--- src/rtl/i2c_slave_responder.sv ---
// I2C slave responder: one protocol engine serving one of NUM_BUSSES busses.
// Optional feature macro: I2C_SLAVE_STRETCH_EN (hold SCL low on read underrun).
module i2c_slave_responder #(
    parameter int         NUM_BUSSES = 1,
    parameter logic [6:0] SLAVE_ADDR = 7'h22,
    parameter int         FILT_LEN   = 3,
    localparam int        SEL_W      = (NUM_BUSSES > 1) ? $clog2(NUM_BUSSES) : 1
) (
    input  logic                  clk_i,
    input  logic                  rst_n_i,
    input  logic [NUM_BUSSES-1:0] scl_i,
    input  logic [NUM_BUSSES-1:0] sda_i,
    output logic [NUM_BUSSES-1:0] scl_o,
    output logic [NUM_BUSSES-1:0] sda_o,
    input  logic [SEL_W-1:0]      bus_sel_i,
    output logic                  busy_o,
    output logic                  wr_valid_o,
    output logic [7:0]            wr_data_o,
    output logic                  rd_req_o,
    input  logic                  rd_valid_i,
    input  logic [7:0]            rd_data_i,
    output logic                  rd_underrun_o
);

    // Read handshake: rd_req_o pulses once per byte and leaves a request pending;
    // the first rd_valid_i seen while it is pending (same cycle or later) is consumed.
    // rd_valid_i with nothing pending is ignored. wr_valid_o is a bare one-cycle pulse.

    typedef enum logic [3:0] {
        S_IDLE, S_ADDR, S_ADDR_ACK, S_WR_DATA, S_WR_ACK,
        S_RD_LOAD, S_RD_DATA, S_RD_ACK, S_IGNORE
    } state_t;

    logic [NUM_BUSSES-1:0] scl_s1, scl_s2, sda_s1, sda_s2, bus_oh;
    logic [SEL_W-1:0]      bus_q, bus_n;
    logic [1:0]            line_sel, line_f, line_fd;   // bit 0 = SCL, bit 1 = SDA
    logic [3:0]            filt_cnt [2];

    state_t     state, state_n;
    logic [2:0] bit_cnt, bit_cnt_n;
    logic [7:0] shift, shift_n, wr_data_n, rx_byte;
    logic       rw, rw_n, sda_drv, sda_drv_n;
    logic       wr_valid_n, rd_req_n, rd_pend, rd_pend_n, rd_underrun_n;
    logic       scl_rise, scl_fall, start_det, stop_det;

    assign bus_oh   = NUM_BUSSES'(1) << bus_q;
    assign line_sel = {|(sda_s2 & bus_oh), |(scl_s2 & bus_oh)};

    always_ff @(posedge clk_i or negedge rst_n_i) begin
        if (!rst_n_i) begin
            scl_s1 <= '1;
            scl_s2 <= '1;
            sda_s1 <= '1;
            sda_s2 <= '1;
        end else begin
            scl_s1 <= scl_i;
            scl_s2 <= scl_s1;
            sda_s1 <= sda_i;
            sda_s2 <= sda_s1;
        end
    end

    // A new level is accepted only after FILT_LEN consecutive matching samples.
    always_ff @(posedge clk_i or negedge rst_n_i) begin
        if (!rst_n_i) begin
            line_f      <= 2'b11;
            line_fd     <= 2'b11;
            filt_cnt[0] <= '0;
            filt_cnt[1] <= '0;
        end else begin
            line_fd <= line_f;
            for (int i = 0; i < 2; i++) begin
                if (line_sel[i] == line_f[i]) begin
                    filt_cnt[i] <= '0;
                end else if (filt_cnt[i] == 4'(FILT_LEN - 1)) begin
                    line_f[i]   <= line_sel[i];
                    filt_cnt[i] <= '0;
                end else begin
                    filt_cnt[i] <= filt_cnt[i] + 4'd1;
                end
            end
        end
    end

    assign scl_rise  = line_f[0] & ~line_fd[0];
    assign scl_fall  = ~line_f[0] & line_fd[0];
    assign start_det = ~line_f[1] & line_fd[1] & line_f[0] & line_fd[0];
    assign stop_det  = line_f[1] & ~line_fd[1] & line_f[0] & line_fd[0];
    assign rx_byte   = {shift[6:0], line_f[1]};

`ifdef I2C_SLAVE_STRETCH_EN
    logic scl_drv, scl_drv_n;
`endif

    always_comb begin
        state_n       = state;
        bit_cnt_n     = bit_cnt;
        shift_n       = shift;
        rw_n          = rw;
        sda_drv_n     = sda_drv;
        wr_valid_n    = 1'b0;
        wr_data_n     = wr_data_o;
        rd_req_n      = 1'b0;
        rd_pend_n     = rd_pend;
        rd_underrun_n = 1'b0;
        bus_n         = bus_q;
        if (stop_det) begin
            state_n   = S_IDLE;
            bit_cnt_n = '0;
            sda_drv_n = 1'b0;
            rd_pend_n = 1'b0;
        end else if (start_det) begin
            state_n   = S_ADDR;
            bit_cnt_n = '0;
            sda_drv_n = 1'b0;
            rd_pend_n = 1'b0;
        end else begin
            case (state)
                S_IDLE: bus_n = bus_sel_i;
                S_ADDR, S_WR_DATA: begin
                    if (scl_rise) begin
                        shift_n   = rx_byte;
                        bit_cnt_n = bit_cnt + 3'd1;
                        if (bit_cnt == 3'd7) begin
                            if (state == S_WR_DATA) begin
                                wr_valid_n = 1'b1;
                                wr_data_n  = rx_byte;
                                state_n    = S_WR_ACK;
                            end else if (rx_byte[7:1] == SLAVE_ADDR) begin
                                rw_n    = rx_byte[0];
                                state_n = S_ADDR_ACK;
                            end else begin
                                state_n = S_IGNORE;
                            end
                        end
                    end
                end
                // First SCL fall starts the ACK drive, the second one ends it.
                S_ADDR_ACK, S_WR_ACK: begin
                    if (scl_fall) begin
                        if (!sda_drv) begin
                            sda_drv_n = 1'b1;
                        end else begin
                            sda_drv_n = 1'b0;
                            bit_cnt_n = '0;
                            if (state == S_WR_ACK || !rw) begin
                                state_n = S_WR_DATA;
                            end else begin
                                state_n   = S_RD_LOAD;
                                rd_req_n  = 1'b1;
                                rd_pend_n = 1'b1;
                            end
                        end
                    end
                end
                S_RD_LOAD: begin
`ifndef I2C_SLAVE_STRETCH_EN
                    // Bit 7 must be on SDA before SCL rises; otherwise send 8'hFF.
                    if (scl_rise) begin
                        shift_n       = 8'hFF;
                        sda_drv_n     = 1'b0;
                        rd_pend_n     = 1'b0;
                        rd_underrun_n = 1'b1;
                        bit_cnt_n     = '0;
                        state_n       = S_RD_DATA;
                    end else
`endif
                    if (rd_pend && rd_valid_i) begin
                        shift_n   = rd_data_i;
                        sda_drv_n = ~rd_data_i[7];
                        rd_pend_n = 1'b0;
                        bit_cnt_n = '0;
                        state_n   = S_RD_DATA;
                    end
                end
                S_RD_DATA: begin
                    if (scl_fall) begin
                        if (bit_cnt == 3'd7) begin
                            sda_drv_n = 1'b0;
                            bit_cnt_n = '0;
                            state_n   = S_RD_ACK;
                        end else begin
                            shift_n   = {shift[6:0], 1'b1};
                            sda_drv_n = ~shift[6];
                            bit_cnt_n = bit_cnt + 3'd1;
                        end
                    end
                end
                // bit_cnt == 1 records a master ACK seen on this ninth clock.
                S_RD_ACK: begin
                    if (scl_rise) begin
                        if (line_f[1]) state_n = S_IGNORE;
                        else           bit_cnt_n = 3'd1;
                    end else if (scl_fall && bit_cnt == 3'd1) begin
                        bit_cnt_n = '0;
                        state_n   = S_RD_LOAD;
                        rd_req_n  = 1'b1;
                        rd_pend_n = 1'b1;
                    end
                end
                default: ;
            endcase
        end
`ifdef I2C_SLAVE_STRETCH_EN
        scl_drv_n = (state_n == S_RD_LOAD) || (state == S_RD_LOAD && state_n == S_RD_DATA);
`endif
    end

    always_ff @(posedge clk_i or negedge rst_n_i) begin
        if (!rst_n_i) begin
            state         <= S_IDLE;
            bit_cnt       <= '0;
            shift         <= '0;
            rw            <= 1'b0;
            sda_drv       <= 1'b0;
            wr_valid_o    <= 1'b0;
            wr_data_o     <= 8'h00;
            rd_req_o      <= 1'b0;
            rd_pend       <= 1'b0;
            rd_underrun_o <= 1'b0;
            bus_q         <= '0;
        end else begin
            state         <= state_n;
            bit_cnt       <= bit_cnt_n;
            shift         <= shift_n;
            rw            <= rw_n;
            sda_drv       <= sda_drv_n;
            wr_valid_o    <= wr_valid_n;
            wr_data_o     <= wr_data_n;
            rd_req_o      <= rd_req_n;
            rd_pend       <= rd_pend_n;
            rd_underrun_o <= rd_underrun_n;
            bus_q         <= bus_n;
        end
    end

`ifdef I2C_SLAVE_STRETCH_EN
    always_ff @(posedge clk_i or negedge rst_n_i) begin
        if (!rst_n_i) scl_drv <= 1'b0;
        else          scl_drv <= scl_drv_n;
    end
    assign scl_o = scl_drv ? bus_oh : '0;
`else
    assign scl_o = '0;
`endif

    assign sda_o  = sda_drv ? bus_oh : '0;
    assign busy_o = (state != S_IDLE);

endmodule

--- config.mk ---
export PLATFORM = sky130hd
export DESIGN_NAME = i2c_slave_responder
export DESIGN_NICKNAME = d
export VERILOG_FILES = /design/src/rtl/i2c_slave_responder.sv
export SDC_FILE = /design/constraint.sdc
export NUM_CORES = 1
export LEC_CHECK = 0
export BUFFER_PORTS_ARGS = -buffer_cell sky130_fd_sc_hd__buf_4
export CORE_MARGIN = 5
export CORE_UTILIZATION = 61
export CTS_BUF_LIST = sky130_fd_sc_hd__clkbuf_8 sky130_fd_sc_hd__clkbuf_16
export DETAILED_ROUTE_END_ITERATION = 10
export GPL_TIMING_DRIVEN = 0
export PLACE_DENSITY_LB_ADDON = 0.1
export SLEW_MARGIN = 10
export SYNTH_ARGS = -nofsm -noshare
export SYNTH_HDL_FRONTEND = slang
export SYNTH_SLANG_ARGS = --single-unit
--- constraint.sdc ---
create_clock -name clk_i -period 4.15 [get_ports clk_i]
set_clock_uncertainty 0.1 [all_clocks]
set_input_delay 0.2075 -clock clk_i [delete_from_list [all_inputs] [get_ports clk_i]]
set_output_delay 0.2075 -clock clk_i [all_outputs]
set_load 0.01 [all_outputs]
### Yosys cells after proc, flatten, opt, wreduce, memory -nomap -nowiden

Cells that the tools add are included.

* bits in registers: 45
* input bits: 14
* output and inout port bits: 14
* logic and storage cells: 176

* add/subtract/negate cells: 3
* equal/unequal tests: 31
* shift operators: 1
* multiplexer cells: 78
* bitwise gates (word level): 21
* reduce and logical (&&, ||, !) cells: 22

Operators by type and width (count)
* $mux W4: 19
* $mux W3: 13
* $ne A4 B4 Y1 const B: 9
* $mux W1: 35
* $mux W7: 5
* $pmux W7 S3: 1
* $reduce_and A7 Y1: 3
* $ne A5 B5 Y1 const B: 4
* $pmux W4 S5: 1
* $eq A4 B2 Y1 const B: 4
* $eq A4 B3 Y1 const B: 4
* $pmux W3 S5: 1
* $not A1 Y1: 11
* $and A1 B1 Y1: 10
* $reduce_and A10 Y1: 1
* $reduce_bool A5 Y1: 2
* $add A4 B1 Y4 const B: 2
* $reduce_and A8 Y1: 1
* $eq A7 B6 Y1 const B: 1
* $reduce_bool A7 Y1: 1
* $ne A2 B2 Y1 const B: 3
* $pmux W1 S3: 2
* $reduce_and A6 Y1: 1
* $eq A4 B1 Y1 const B: 1
* 17 further kinds: 21

### Depth between registers and ports, before layout

* word-level depth: 8
* gate-level depth with buffers: 7
* depth with buffers taken out: 7

### Worst setup path before layout

OpenSTA, ideal clock, no wires.

* path type: flip-flop to flip-flop
* start point: register bit_cnt[0]
* end point: register shift[0]
* setup time: 0.079 ns
* data arrival time: 1.866 ns
* data required time: 3.971 ns
* slack: 2.105 ns
* stages on the path, launching flop included: 7
* path buffers: 0
* period minus slack after synthesis: 2.045 ns
* cells stage by stage: dfrtp_1 > ha_1 > ha_1 > nor4_1 > a21oi_1 > a2111oi_4 > mux2i_1

* cells in the longest elaborated chain, start to end: 3

RTL lines
* start, declared: line 40 `logic [2:0] bit_cnt, bit_cnt_n;`
* start signal, assigned: line 224 `bit_cnt <= bit_cnt_n;`
* $eq A3 B3 Y1: line 178 `if (bit_cnt == 3'd7) begin`
* $ne A2 B2 Y1 (no source line)
* $reduce_and A7 Y1 (no source line)
* end signal, assigned: line 225 `shift <= shift_n;`
* end, declared: line 41 `logic [7:0] shift, shift_n, wr_data_n, rx_byte;`

No other way between the ends.
A chain may end at the register's enable or synchronous reset.

### Final worst setup path

* start point: register line_f[0]
* end point: register wr_data_o[6]

* cells in the longest elaborated chain, start to end: 4
* elaborated cells on any way between the ends: 8
* classes of those cells: 7 x bitwise; 1 x reduce/logical

RTL lines
* start, declared: line 36 `logic [1:0] line_sel, line_f, line_fd;`
* start signal, assigned by index: line 76 `line_f[i] <= line_sel[i];`
* $and A1 B1 Y1, on equally long branches (2 in series): line 88, 87
* $not A1 Y1 (no source line)
* $reduce_and A6 Y1 (no source line) *
* end signal, assigned: line 229 `wr_data_o <= wr_data_n;`
* end, declared: line 18 `output logic [7:0] wr_data_o,`

Every way passes the cells marked *; elsewhere a longest branch is shown, timed or not.

==> metrics.csv <==
stage,metric,value,unit
outcome,outcome,completed,
timing,Slew HR,51.2,%
power_and_ir_drop,maximum vdd ir drop,308,uV
critical_path,CP required,4.21,ns
place,placed cell count,307,
final_layout,layout cells sized above 1,20.7,%
clock_network,total CTS buffers,5,
timing,post-layout min period,2.50,ns
die,Rows,22,
clock_network,post_cts resized,0,
die,die width,72.2,um
timing,Fmax,400,MHz
synthesis,YS warnings,0,
timing,worst-margin pin slew,0.732,ns
synthesis,Synth Register Bits,45,
critical_path,Worst R2R Path Depth,7,
final_layout,Post-Layout Cell Count,318,
synthesis,asr flop ratio synth,100,%
critical_path,CP Class,flop to flop,
synthesis,"Distinct cells, synth",55,
timing,final worst-path cycle share,60.3,%
die,Vert. Die Dim,72.2,um
global_routing,pin count of the biggest net entering global routing,46,
critical_path,crit path cell chain,buf_2 > nor2b_1 > and3_1 > nand3_1 > clkbuf_1 > nand2_1 > o21ai_1,
hold_path,worst hold-check path type,input port to flop,
clock_network,Worst-path clk slew,0.09,ns
power_and_ir_drop,power density cells,422,nW/um2
final_layout,nets,290,
clock_network,worst-skew pair later-pin latency,0.30,ns
drt,drt drc,0,
die,core area,3720,um2
place,routability cong.,0.915,
critical_path,Worst path depth,7,
critical_path,critical path arrival,2.56,ns
global_routing,vias in the first global route,1851,
drt,initial DRC count,250,
final_layout,most frequent cells in the layout,"dfrtp_1, buf_4, nor2_1, nand2_1, inv_1",
final_layout,# diodes,0,
timing,Setup Viol. Count Final,0,
critical_path,crit path launch type,flop,
clock_network,Setup Buffers After CTS,0,
global_routing,GRT Util Overall,21.6,%
place,Port Buffers,26,
clock_network,CTS Buffer Depth,2,
final_layout,"commonest non-fill, non-tap cell in the layout",dfrtp_1,
critical_path,CP Capture Type,flop,
drt,routed via count,1881,
power_and_ir_drop,Leak,1.26,nW
power_and_ir_drop,total power,1.16,mW
critical_path,buffers plus inverters on the worst setup path,2,
drt,drt wl/cell,15.7,um
drt,ANT nets after route,0,
critical_path,critical path's slowest cell,dfstp_2,
timing,Fin. Hold Viols,0,
place,Post-DP HPWL,3.56,mm
global_routing,first-pass GRT wire length,8.80,mm
timing,final hold slack,0.0367,ns
clock_network,H-tree Lvls,2,
die,initial core utilization,63.5,%
synthesis,"EDFF count, synth",0,
drt,final wirelength,4.99,mm
die,number of I/O pins,28,
timing,Setup TNS,0,ns
flow_run,Max Cap Violations,0,
drt,vias per inst,5.92,
critical_path,CP peak stage delay,0.53,ns
final_layout,Area Overhead vs Synth,16.8,%
global_routing,GRT Residual Overflow,0,
clock_network,CTS root buffer,clkbuf_8,
synthesis,Mean Syn Cell Area,10.1,um2
clock_network,CTS tree,done,
synthesis,"Seq/Total Area, Yosys",48.1,%
drt,DR pass1 iterations,4,
clock_network,CTS sink cnt,45,
critical_path,top cell family by delay on the critical path,simple AND/OR/NAND/NOR gates,
timing,max-slew violations,0,
timing,RSZ-0062 raised after global routing,no,
synthesis,Netlist Area Pre-Place,2360,um2
hold_path,worst hold path depth,2,
critical_path,CP Max Fanout,10,
synthesis,Mapped Cells,233,
die,Die ar.,5210,um2
global_routing,initial antenna violation count,0,
synthesis,syn_nets,254,
synthesis,dominant synthesized flop cell,dfrtp_1,
power by group:
part	internal [mW]	switching, mW	total (mW)
Clock	0.179	0.147	0.326
Combinational	0.114	0.178	0.292
Sequential	0.500	0.0441	0.544
cell usage after synthesis (3+ instances only):
| cell type | instances | area (um2) |
|---|---|---|
| a211oi_1 | 4 | 30.0 |
| a21oi_1 | 6 | 30.0 |
| a22o_1 | 4 | 35.0 |
| clkbuf_1 | 4 | 15.0 |
| dfrtp_1 | 37 | 926 |
| dfstp_2 | 8 | 210 |
| ha_1 | 7 | 87.6 |
| inv_1 | 13 | 48.8 |
| mux2i_1 | 9 | 90.1 |
| nand2_1 | 20 | 75.1 |
| nand2b_1 | 3 | 18.8 |
| nand3_1 | 5 | 25.0 |
| nand4_1 | 3 | 18.8 |
| nor2_1 | 20 | 75.1 |
| nor2b_1 | 7 | 43.8 |
| nor3_1 | 4 | 20.0 |
| o211ai_1 | 3 | 22.5 |
| o21ai_0 | 6 | 30.0 |
| o21ai_1 | 13 | 65.1 |
| o22ai_1 | 7 | 43.8 |
| xnor2_1 | 5 | 43.8 |
| xor2_1 | 4 | 35.0 |
worst register-to-register path, delay by kind of cell (launching register included):
kind	cells	cell delay, ns
buf+inv	2	0.53
flops	1	0.53
compound gates	1	0.07
simple gates	4	1.14
stage by stage:
stage                     cell area [um2]  setup slack [ns]  util (%)
after CTS                            2760              1.68      74.2
after floorplan                      2360              2.10         -
after global placement               2620              1.76      70.4
final                                2760              1.65      74.2
after global routing                 2760              1.51      74.2
after detailed placement             2620              1.70      70.4
routing by layer:
layer / global-route usage, % / share of wire [%] / wire length (um) / vias to the layer above
met5: 0 / 0 / 0 / -
met4: 6.89 / 1.7 / 83 / 0
met3: 4.71 / 6.4 / 318 / 9
met2: 34.4 / 47 / 2360 / 75
met1: 29.3 / 45 / 2230 / 902
li1: - / - / - / 895
final timing paths:
path	from	endpoint	slack (ns)
worst min register to register	sda_s1$_DFF_PN1_	sda_s2$_DFF_PN1_	0.26
max in group asynchronous	rst_n_i	line_fd[0]$_DFF_PN1_	3.22
worst max-delay path	line_f[0]$_DFFE_PN1P_	wr_data_o[6]$_DFFE_PN0P_	1.65
min in group asynchronous	rst_n_i	wr_data_o[2]$_DFFE_PN0P_	0.33
worst max register to register	line_f[0]$_DFFE_PN1P_	wr_data_o[6]$_DFFE_PN0P_	1.65
worst min-delay path	bus_sel_i	bus_q$_DFFE_PN0P_	0.04
flip-flops by register name (all words and copies together) (netlist names), 2 cells and up:
name / count
state: 4
wr_data_o: 8
bit_cnt: 3
shift: 7
line_f: 2
line_fd: 2
filt_cnt: 8
cell families after synthesis:
family	after synthesis	share of synthesized area, %
and+or+nand+nor	77	17.4
AOI/OAI and AO/OA	56	16.5
DFF	45	48.1
buffers and inverters	25	5.04
muxes	13	5.73
xor gates and xnor gates	9	3.34
adders and majority gates	7	3.71
other	1	0.159
layout make-up:
| class | instances | area [um2] |
|---|---|---|
| clock buffer | 5 | 68.8 |
| inverter | 14 | 52.6 |
| multi-input combinational | 163 | 1100 |
| timing repair buffer | 29 | 225 |
| tap | 48 | 60.1 |
| sequential | 45 | 1140 |
| fill | 256 | 960 |
| buffer | 11 | 66.3 |
| clock inverter | 3 | 42.5 |
repair_timing:
action,in CTS,in global routing
hold endpoints to repair,39,0
hold buffers,3,0
endpoints found under the setup margin,0,0
(Power assumes the default switching activity.)
